File: src/rtl/uart_transmitter_if.sv
// TX FIFO read port as seen by the UART transmitter.
//
// Handshake: the FIFO is show-ahead. While tx_data_fifo_empty is low, the
// head word on tx_data_fifo_data_out is valid. This plays the role of
// "valid = !empty". The transmitter accepts the word by raising
// tx_data_fifo_rd_req ("ready") for exactly one clk. The word is consumed
// and the FIFO pops on that same rising edge. rd_req is never raised while
// empty is high.
interface uart_transmitter_if #(
  parameter int DATA_WIDTH = 8
);
  logic                  tx_data_fifo_empty;
  logic [DATA_WIDTH-1:0] tx_data_fifo_data_out;
  logic                  tx_data_fifo_rd_req;

  // Transmitter side: pops words from the FIFO.
  modport master (
    input  tx_data_fifo_empty,
    input  tx_data_fifo_data_out,
    output tx_data_fifo_rd_req
  );

  // FIFO side: offers the head word and observes pops.
  modport slave (
    output tx_data_fifo_empty,
    output tx_data_fifo_data_out,
    input  tx_data_fifo_rd_req
  );
endinterface

File: src/rtl/uart_transmitter.sv
// UART transmitter: pulls one word per frame from a show-ahead TX FIFO and
// serialises it as start / data (LSB first) / optional parity / stop bits.
// Each bit lasts 16 ticks of the 16x baud enable clken.
module uart_transmitter #(
  parameter int DATA_WIDTH     = 8,
  parameter int DATA_BIT_WIDTH = 8,
  parameter int STOP_BIT_WIDTH = 1,
  parameter int PARITY_EN      = 0,
  parameter int PARITY_ODD     = 0
) (
  input  logic                clk,
  input  logic                reset_n,
  input  logic                clken,
  input  logic                cts_n,
  uart_transmitter_if.master  fifo,
  output logic                tx,
  output logic                tx_busy,
  output logic                tx_done,
  output logic [2:0]          dbg_state_o
);

  typedef enum logic [2:0] {
    IDLE   = 3'd0,
    START  = 3'd1,
    DATA   = 3'd2,
    PARITY = 3'd3,
    STOP   = 3'd4
  } state_e;

  localparam logic [2:0] LAST_DATA_BIT = 3'(DATA_BIT_WIDTH - 1);
  localparam logic [2:0] LAST_STOP_BIT = 3'(STOP_BIT_WIDTH - 1);
  localparam logic       ODD_SEL       = (PARITY_ODD != 0);
  localparam logic       HAS_PARITY    = (PARITY_EN != 0);

  state_e                    state_q, state_d;
  logic [3:0]                tick_q, tick_d;
  logic [2:0]                bit_cnt_q, bit_cnt_d;
  logic [DATA_BIT_WIDTH-1:0] shift_q, shift_d;
  logic                      parity_q, parity_d;
  logic                      tx_q, tx_d;
  logic                      done_q, done_d;
  logic                      rd_req;
  logic                      bit_end;
  logic [DATA_BIT_WIDTH-1:0] head_bits;

  // Only the low DATA_BIT_WIDTH bits of the FIFO word form the frame.
  assign head_bits = fifo.tx_data_fifo_data_out[DATA_BIT_WIDTH-1:0];

  // A bit time finishes on the 16th enabled tick.
  assign bit_end = clken && (tick_q == 4'd15);

  // Pop is gated by reset_n so nothing is popped while reset is held.
  assign fifo.tx_data_fifo_rd_req = rd_req & reset_n;

  assign tx          = tx_q;
  assign tx_done     = done_q;
  assign tx_busy     = (state_q != IDLE);
  assign dbg_state_o = state_q;

  // State register and datapath registers; reset parks the line high and idle.
  always_ff @(posedge clk or negedge reset_n) begin
    if (!reset_n) begin
      state_q   <= IDLE;
      tick_q    <= 4'd0;
      bit_cnt_q <= 3'd0;
      shift_q   <= '0;
      parity_q  <= 1'b0;
      tx_q      <= 1'b1;
      done_q    <= 1'b0;
    end else begin
      state_q   <= state_d;
      tick_q    <= tick_d;
      bit_cnt_q <= bit_cnt_d;
      shift_q   <= shift_d;
      parity_q  <= parity_d;
      tx_q      <= tx_d;
      done_q    <= done_d;
    end
  end

  // Next-state logic: frame sequencing, bit timing and the next line level.
  always_comb begin
    state_d   = state_q;
    tick_d    = tick_q;
    bit_cnt_d = bit_cnt_q;
    shift_d   = shift_q;
    parity_d  = parity_q;
    tx_d      = tx_q;
    done_d    = 1'b0;
    rd_req    = 1'b0;

    // The tick counter runs only inside a frame and wraps 15 -> 0 at bit end.
    if (state_q != IDLE && clken) begin
      tick_d = tick_q + 4'd1;
    end

    case (state_q)
      IDLE: begin
        tx_d = 1'b1;
        // cts_n is looked at only here, so a frame once started always completes.
        if (!fifo.tx_data_fifo_empty && !cts_n) begin
          rd_req    = 1'b1;
          shift_d   = head_bits;
          parity_d  = (^head_bits) ^ ODD_SEL;
          tick_d    = 4'd0;
          bit_cnt_d = 3'd0;
          tx_d      = 1'b0;
          state_d   = START;
        end
      end

      START: begin
        if (bit_end) begin
          state_d   = DATA;
          bit_cnt_d = 3'd0;
          tx_d      = shift_q[0];
        end
      end

      DATA: begin
        if (bit_end) begin
          shift_d = shift_q >> 1;
          if (bit_cnt_q == LAST_DATA_BIT) begin
            bit_cnt_d = 3'd0;
            if (HAS_PARITY) begin
              state_d = PARITY;
              tx_d    = parity_q;
            end else begin
              state_d = STOP;
              tx_d    = 1'b1;
            end
          end else begin
            bit_cnt_d = bit_cnt_q + 3'd1;
            tx_d      = shift_q[1];
          end
        end
      end

      PARITY: begin
        if (bit_end) begin
          state_d   = STOP;
          bit_cnt_d = 3'd0;
          tx_d      = 1'b1;
        end
      end

      STOP: begin
        tx_d = 1'b1;
        if (bit_end) begin
          if (bit_cnt_q == LAST_STOP_BIT) begin
            state_d   = IDLE;
            bit_cnt_d = 3'd0;
            tick_d    = 4'd0;
            done_d    = 1'b1;
          end else begin
            bit_cnt_d = bit_cnt_q + 3'd1;
          end
        end
      end

      default: begin
        state_d = IDLE;
        tx_d    = 1'b1;
      end
    endcase
  end

  // A pop only happens from IDLE with a word actually available.
  rd_req_legal_a : assert property (@(posedge clk) disable iff (!reset_n)
    fifo.tx_data_fifo_rd_req |-> (state_q == IDLE && !fifo.tx_data_fifo_empty));

  // tx_done is a single-clk pulse.
  done_pulse_a : assert property (@(posedge clk) disable iff (!reset_n)
    tx_done |=> !tx_done);

  // The line is high whenever no frame is in progress.
  idle_line_high_a : assert property (@(posedge clk) disable iff (!reset_n)
    (state_q == IDLE) |-> tx);

endmodule

File: src/flat_wrapper.sv
// flat-port wrapper written by rule: the top's interface ports become plain ports
module uart_transmitter_flat 
#(
  parameter int DATA_WIDTH     = 8,
  parameter int DATA_BIT_WIDTH = 8,
  parameter int STOP_BIT_WIDTH = 1,
  parameter int PARITY_EN      = 0,
  parameter int PARITY_ODD     = 0
)
  (clk, reset_n, clken, cts_n, tx, tx_busy, tx_done, dbg_state_o, fifo_tx_data_fifo_empty, fifo_tx_data_fifo_data_out, fifo_tx_data_fifo_rd_req);
  uart_transmitter_if #(.DATA_WIDTH(DATA_WIDTH)) fifo_i ();
  input  logic clk;
  input  logic reset_n;
  input  logic clken;
  input  logic cts_n;
  output logic tx;
  output logic tx_busy;
  output logic tx_done;
  output logic [2:0] dbg_state_o;
  input wire logic [$bits(fifo_i.tx_data_fifo_empty)-1:0] fifo_tx_data_fifo_empty;
  input wire logic [$bits(fifo_i.tx_data_fifo_data_out)-1:0] fifo_tx_data_fifo_data_out;
  output wire logic [$bits(fifo_i.tx_data_fifo_rd_req)-1:0] fifo_tx_data_fifo_rd_req;
  assign fifo_i.tx_data_fifo_empty = fifo_tx_data_fifo_empty;
  assign fifo_i.tx_data_fifo_data_out = fifo_tx_data_fifo_data_out;
  assign fifo_tx_data_fifo_rd_req = fifo_i.tx_data_fifo_rd_req;
  uart_transmitter #(.DATA_WIDTH(DATA_WIDTH), .DATA_BIT_WIDTH(DATA_BIT_WIDTH), .STOP_BIT_WIDTH(STOP_BIT_WIDTH), .PARITY_EN(PARITY_EN), .PARITY_ODD(PARITY_ODD)) u_core (.clk(clk), .reset_n(reset_n), .clken(clken), .cts_n(cts_n), .fifo(fifo_i), .tx(tx), .tx_busy(tx_busy), .tx_done(tx_done), .dbg_state_o(dbg_state_o));
endmodule
File: config.mk
export PLATFORM = sky130hd
export DESIGN_NAME = uart_transmitter_flat
export DESIGN_NICKNAME = d
export VERILOG_FILES = /design/src/rtl/uart_transmitter_if.sv /design/src/rtl/uart_transmitter.sv /design/src/flat_wrapper.sv
export SDC_FILE = /design/constraint.sdc
export NUM_CORES = 1
export LEC_CHECK = 0
export CAP_MARGIN = 20
export CORE_MARGIN = 1.5
export CORE_UTILIZATION = 35
export DETAILED_ROUTE_END_ITERATION = 10
export GPL_ROUTABILITY_DRIVEN = 0
export GPL_TIMING_DRIVEN = 0
export SYNTH_ARGS = -nofsm -noshare
export SYNTH_HDL_FRONTEND = slang
export SYNTH_SLANG_ARGS = --single-unit
File: constraint.sdc
create_clock -name clk -period 2.6 [get_ports clk]
set_clock_uncertainty 0.05 [all_clocks]
set_input_delay 0.52 -clock clk [delete_from_list [all_inputs] [get_ports clk]]
set_output_delay 0.52 -clock clk [all_outputs]
set_load 0.05 [all_outputs]
After elaboration in Yosys (flattened, before gate mapping)
Cells that the tools add are included.
{"block": "op_classes", "n_eq_ne": 14, "bitwise": 1, "mux": 34, "reduce_logical": 15, "n_addsub": 2}
{"cell": "3-bit 2-to-1 mux", "count": 13}
{"cell": "4-bit 2-to-1 mux", "count": 4}
{"cell": "8-bit 2-to-1 mux", "count": 2}
{"cell": "2-bit by 1-bit != test with 1-bit output, second input constant", "count": 8}
{"cell": "8-bit case mux with 2 select lines", "count": 1}
{"cell": "3-bit case mux with 5 select lines", "count": 1}
{"cell": "3-bit case mux with 4 select lines", "count": 1}
{"cell": "1-bit 2-to-1 mux", "count": 10}
{"cell": "4-bit case mux with 2 select lines", "count": 1}
{"cell": "7-bit AND reduction", "count": 1}
{"cell": "3-bit by 2-bit equality test with 1-bit output, second input constant", "count": 2}
{"cell": "3-bit equality test, second input constant", "count": 2}
{"cell": "3-bit zero test", "count": 2}
{"cell": "3-bit AND reduction", "count": 2}
{"cell": "5-bit AND reduction", "count": 1}
{"cell": "4-bit by 1-bit adder with 4-bit output, second input constant", "count": 1}
{"cell": "4-bit equality test, second input constant", "count": 1}
{"cell": "1-bit case mux with 4 select lines", "count": 1}
{"cell": "4-bit nonzero test", "count": 1}
{"cell": "3-bit by 1-bit adder with 3-bit output, second input constant", "count": 1}
{"cell": "3-bit by 1-bit equality test with 1-bit output, second input constant", "count": 1}
{"cell": "1-bit logical AND", "count": 3}
{"cell": "3-bit nonzero test", "count": 1}
{"cell": "1-bit zero test", "count": 2}
{"cell": "3 further kinds", "count": 3}
{"block": "word_totals", "ff_bits": 20, "output_inout_bits": 7}

Longest topological paths before layout
{"block": "logic_depth", "ltp_word": 6, "mapped_depth": 7, "depth_no_buf": 6}

Worst setup path after synthesis
Ideal clock, no wire load.
{"block": "synth_path", "kind": "reg2out", "start": "register u_core.state_q[0] (netlist: u_core.dbg_state_o[0])", "end": "output port fifo_tx_data_fifo_rd_req", "required_time_ps": 2030, "setup_slack_ps": 137, "stages_incl_launch_ff": 6, "arrival_ps": 1893, "cell_sequence": "dfrtp_1 > buf_6 > or3_1 > buf_6 > nor2_8 > and2_1"}
{"block": "synth_via", "elab_chain_len": 3}
{"element": "start: declaration", "line": "uart_transmitter.sv:35", "source": "state_e state_q, state_d;"}
{"element": "start signal: assignment", "line": "uart_transmitter.sv:71", "source": "state_q <= state_d;"}
{"element": "3-bit zero test", "line": "uart_transmitter.sv:97", "source": "case (state_q)"}
{"element": "1-bit 2-to-1 mux", "line": "uart_transmitter.sv:97"}
{"element": "1-bit AND", "line": "uart_transmitter.sv:53", "source": "assign fifo.tx_data_fifo_rd_req = rd_req & reset_n;"}
{"element": "end: declaration", "line": "flat_wrapper.sv:22", "source": "output wire logic [$bits(fifo_i.tx_data_fifo_rd_req)-1:0] fifo_tx_data_fifo_rd_req;"}
No other way between the ends.

Worst setup path after layout
Ends and elaborated chain as after synthesis.

==> metrics.yaml <==
drive_gt1_frac: 0.1538
fin_crit_ns: 2.488
synth-edff-count: 0
pwr-share-seq: 0.393
outcome: "finished clean"
switching_share: 0.4150
postCtsSetupBuffers: 0
cts_htree_levels: 1
routed_wirelength_um: 2491
clock_sinks: 20
rrSetupSlack_ns: 0.76
setup_slack_ns: 0.1117
place_area_um2: 1440
synthesis.nets: 137
cts_buffers: 3
drc: 0
ys_seq_area_frac: 0.4208
cts_tree: "done"
stdcell_area_um2: 1469
netlist_area_um2: 1192
final_common_cell: "dfrtp_1"
synth_flop_cell: "dfrtp_1"
place_ws_ns: -0.7155
antennaDiodeCount: 0
slowest_stage: "dfrtp_1"
cts_buffer_depth: 2
nFillCells: 337
p_switching_mw: 0.5261
cp_max_fo: 8
cp.buffers_inverters: 3
synth_seq_cells: 20
initial_core_util: 0.3602
clkPwrFrac: 0.146
crit_path_cell_trace: "buf_6 -> or3_1 -> buf_6 -> nor2_8 -> and2_1 -> buf_2"
syn_area_per_cell_um2: 9.937
rsz0062_at_grt: "no"
die_area_um2: 3766
r2r_end: "u_core.tick_q[0]"
cp_data_arrival_time_ns: 1.92
grt_max_degree: 22
max_slew_margin: 0.3619
cap_violations: 0
path_clk_slew_ns: 0.12
antenna_left: 0
yosys_warnings: 0
drtIter0Drc: 36
final_cell_mix: "dfrtp_1 (19), clkdlybuf4s50_1 (16), a21oi_1 (12), nor2_1 (12), mux2i_1 (7)"
viasPerCell: 5.138
antenna_found_initial: 0
ir_drop_v: 0.0002263
via_count: 971
async_flop_share: 1.000
fmax_ghz: 0.4019
critPathTopFamily: "simple AND/OR/NAND/NOR gates"
hold_viol: 0
total_leakage_power_nw: 0.6067
startpoint_type: "flip-flop"
portBuffers: 19
grt_overflow: 0
clk_latency_ns: 0.30
rows: 21
max_stage_delay_ns: 0.41
required_ns: 2.03
end_kind: "output port"
path_class: "flip-flop to output port"
power_frac_comb: 0.461
synth_cell_types: 40
crit_top_cell: "buf_6"
setup_viol: 0
p_per_area_nw_per_um2: 862.9
core_area_um2: 3311
drv_slew: 0
syn_inst: 120
r2r_start: "u_core.bit_cnt_q[0]"
cts_root_buf: "clkbuf_4"
grt_pass1_wl_um: 4098
finish.utilization: 0.4437
grt_use_total: 0.1513
syn2layout_area_growth_pct: 23.19
die_x_um: 61.37
p_int_mw: 0.7414
first_pass_iters: 4
routedWlPerCell_um: 13.18
r2r_cells: 6
tightestPinTransition_ns: 0.9572
fin_nets: 161
hold_class: "input port to async pin"
cts_hold_buf: 0
crit_start: "u_core.dbg_state_o[0]"
fin_crit_sh: 0.9570
io_pins: 20
fp.dieH_um: 61.37
hpwl_um: 1895
grt_pass1_vias: 886
[sequential cells by signal (all words and copies together), names as in the netlist]
name and flops:
u_core.shift_q 8, u_core.tick_q 4, u_core.bit_cnt_q 3, u_core.dbg_state_o 3, u_core.tx 1, u_core.tx_done 1
[cells by family (layout without fill, tap and decap cells)]
logic type / Yosys count / in the layout / synth area share
AO/OA/AOI/OAI: 31 / 31 / 0.1899
XOR/XNOR: 1 / 1 / 0.007347
adder cells (fa/ha/maj): 4 / 4 / 0.04197
buffers and inverters: 13 / 36 / 0.06191
multiplexers: 9 / 9 / 0.08395
AND/OR/NAND/NOR: 42 / 42 / 0.1941
flip-flops: 20 / 20 / 0.4208
[power by group through the flow]
| stage | Combinational (mW) | Sequential (mW) | Clock [mW] |
|---|---|---|---|
| 2_1_floorplan | 0.387 | 0.544 | 0 |
| 3_3_place_gp | 0.578 | 0.497 | 0 |
| 3_5_place_dp | 0.596 | 0.504 | 0 |
| 4_1_cts | 0.588 | 0.499 | 0.190 |
| 5_1_grt | 0.648 | 0.512 | 0.203 |
| 6_report | 0.584 | 0.498 | 0.185 |
[layout make-up]
| type | instances | area, um^2 | area share |
|---|---|---|---|
| Inverter | 6 | 22.52 | 0.01533 |
| Buffer | 7 | 51.30 | 0.03492 |
| Tap cell | 46 | 57.56 | 0.03918 |
| Sequential cell | 20 | 501.7 | 0.3416 |
| Clock buffer | 4 | 36.28 | 0.02470 |
| Multi-Input combinational cell | 87 | 616.8 | 0.4199 |
| Timing Repair Buffer | 19 | 182.7 | 0.1244 |
[worst max path at each step]
stage | end | cells after the start
after floorplan | fifo_tx_data_fifo_rd_req | 5
after global placement | fifo_tx_data_fifo_rd_req | 3
after detailed placement | fifo_tx_data_fifo_rd_req | 3
after CTS | fifo_tx_data_fifo_rd_req | 6
after global routing | fifo_tx_data_fifo_rd_req | 6
final | fifo_tx_data_fifo_rd_req | 6
[worst register-to-register path: stages (launching register included)]
cell and delay, ns:
dfrtp_1 0.43, inv_1 0.07, ha_1 0.21, nor2b_1 0.28, nand2_1 0.13, a211o_1 0.31
a32o_1 0.25
[cell usage after synthesis (2+ instances only)]
| library cell | instances | share of area |
|---|---|---|
| dfrtp_1 | 19 | 0.40 |
| a21oi_1 | 12 | 0.050 |
| nor2_1 | 12 | 0.038 |
| mux2i_1 | 7 | 0.059 |
| inv_1 | 6 | 0.019 |
| nand2_1 | 6 | 0.019 |
| o21ai_0 | 6 | 0.025 |
| ha_1 | 4 | 0.042 |
| nor3_1 | 4 | 0.017 |
| buf_6 | 3 | 0.028 |
| nand2b_1 | 3 | 0.016 |
| nand3_1 | 3 | 0.013 |
| a21oi_2 | 2 | 0.015 |
| buf_2 | 2 | 0.0084 |
| clkbuf_1 | 2 | 0.0063 |
| mux2_4 | 2 | 0.025 |
| o22ai_1 | 2 | 0.010 |
| or2_2 | 2 | 0.010 |
| or3_1 | 2 | 0.010 |
[stage by stage]
stage	TNS (ns)	power (mW)	std cells	hold slack, ns
5_1_grt	0	1.362	189	0.4676
3_5_place_dp	-0.7155	1.100	185	0.4661
4_1_cts	0	1.277	189	0.4511
6_report	0	1.268	189	0.4128
3_3_place_gp	-0.6668	1.075	185	0.4600
2_1_floorplan	0	0.9313	120	0.1744
[routing by layer]
layer,vias up,wire (um),track usage
met5,-,0,0
met1,480,1173,0.1956
li1,474,-,-
met3,2,61,0.01891
met4,0,34,0.07295
met2,15,1222,0.2508
[repair_timing]
action	4_1_cts	5_1_grt
gates resized for setup	7	0
endpoints found under the hold margin	0	0
setup endpoints to repair	2	0
No activity file was read; power rests on OpenSTA's default activity.
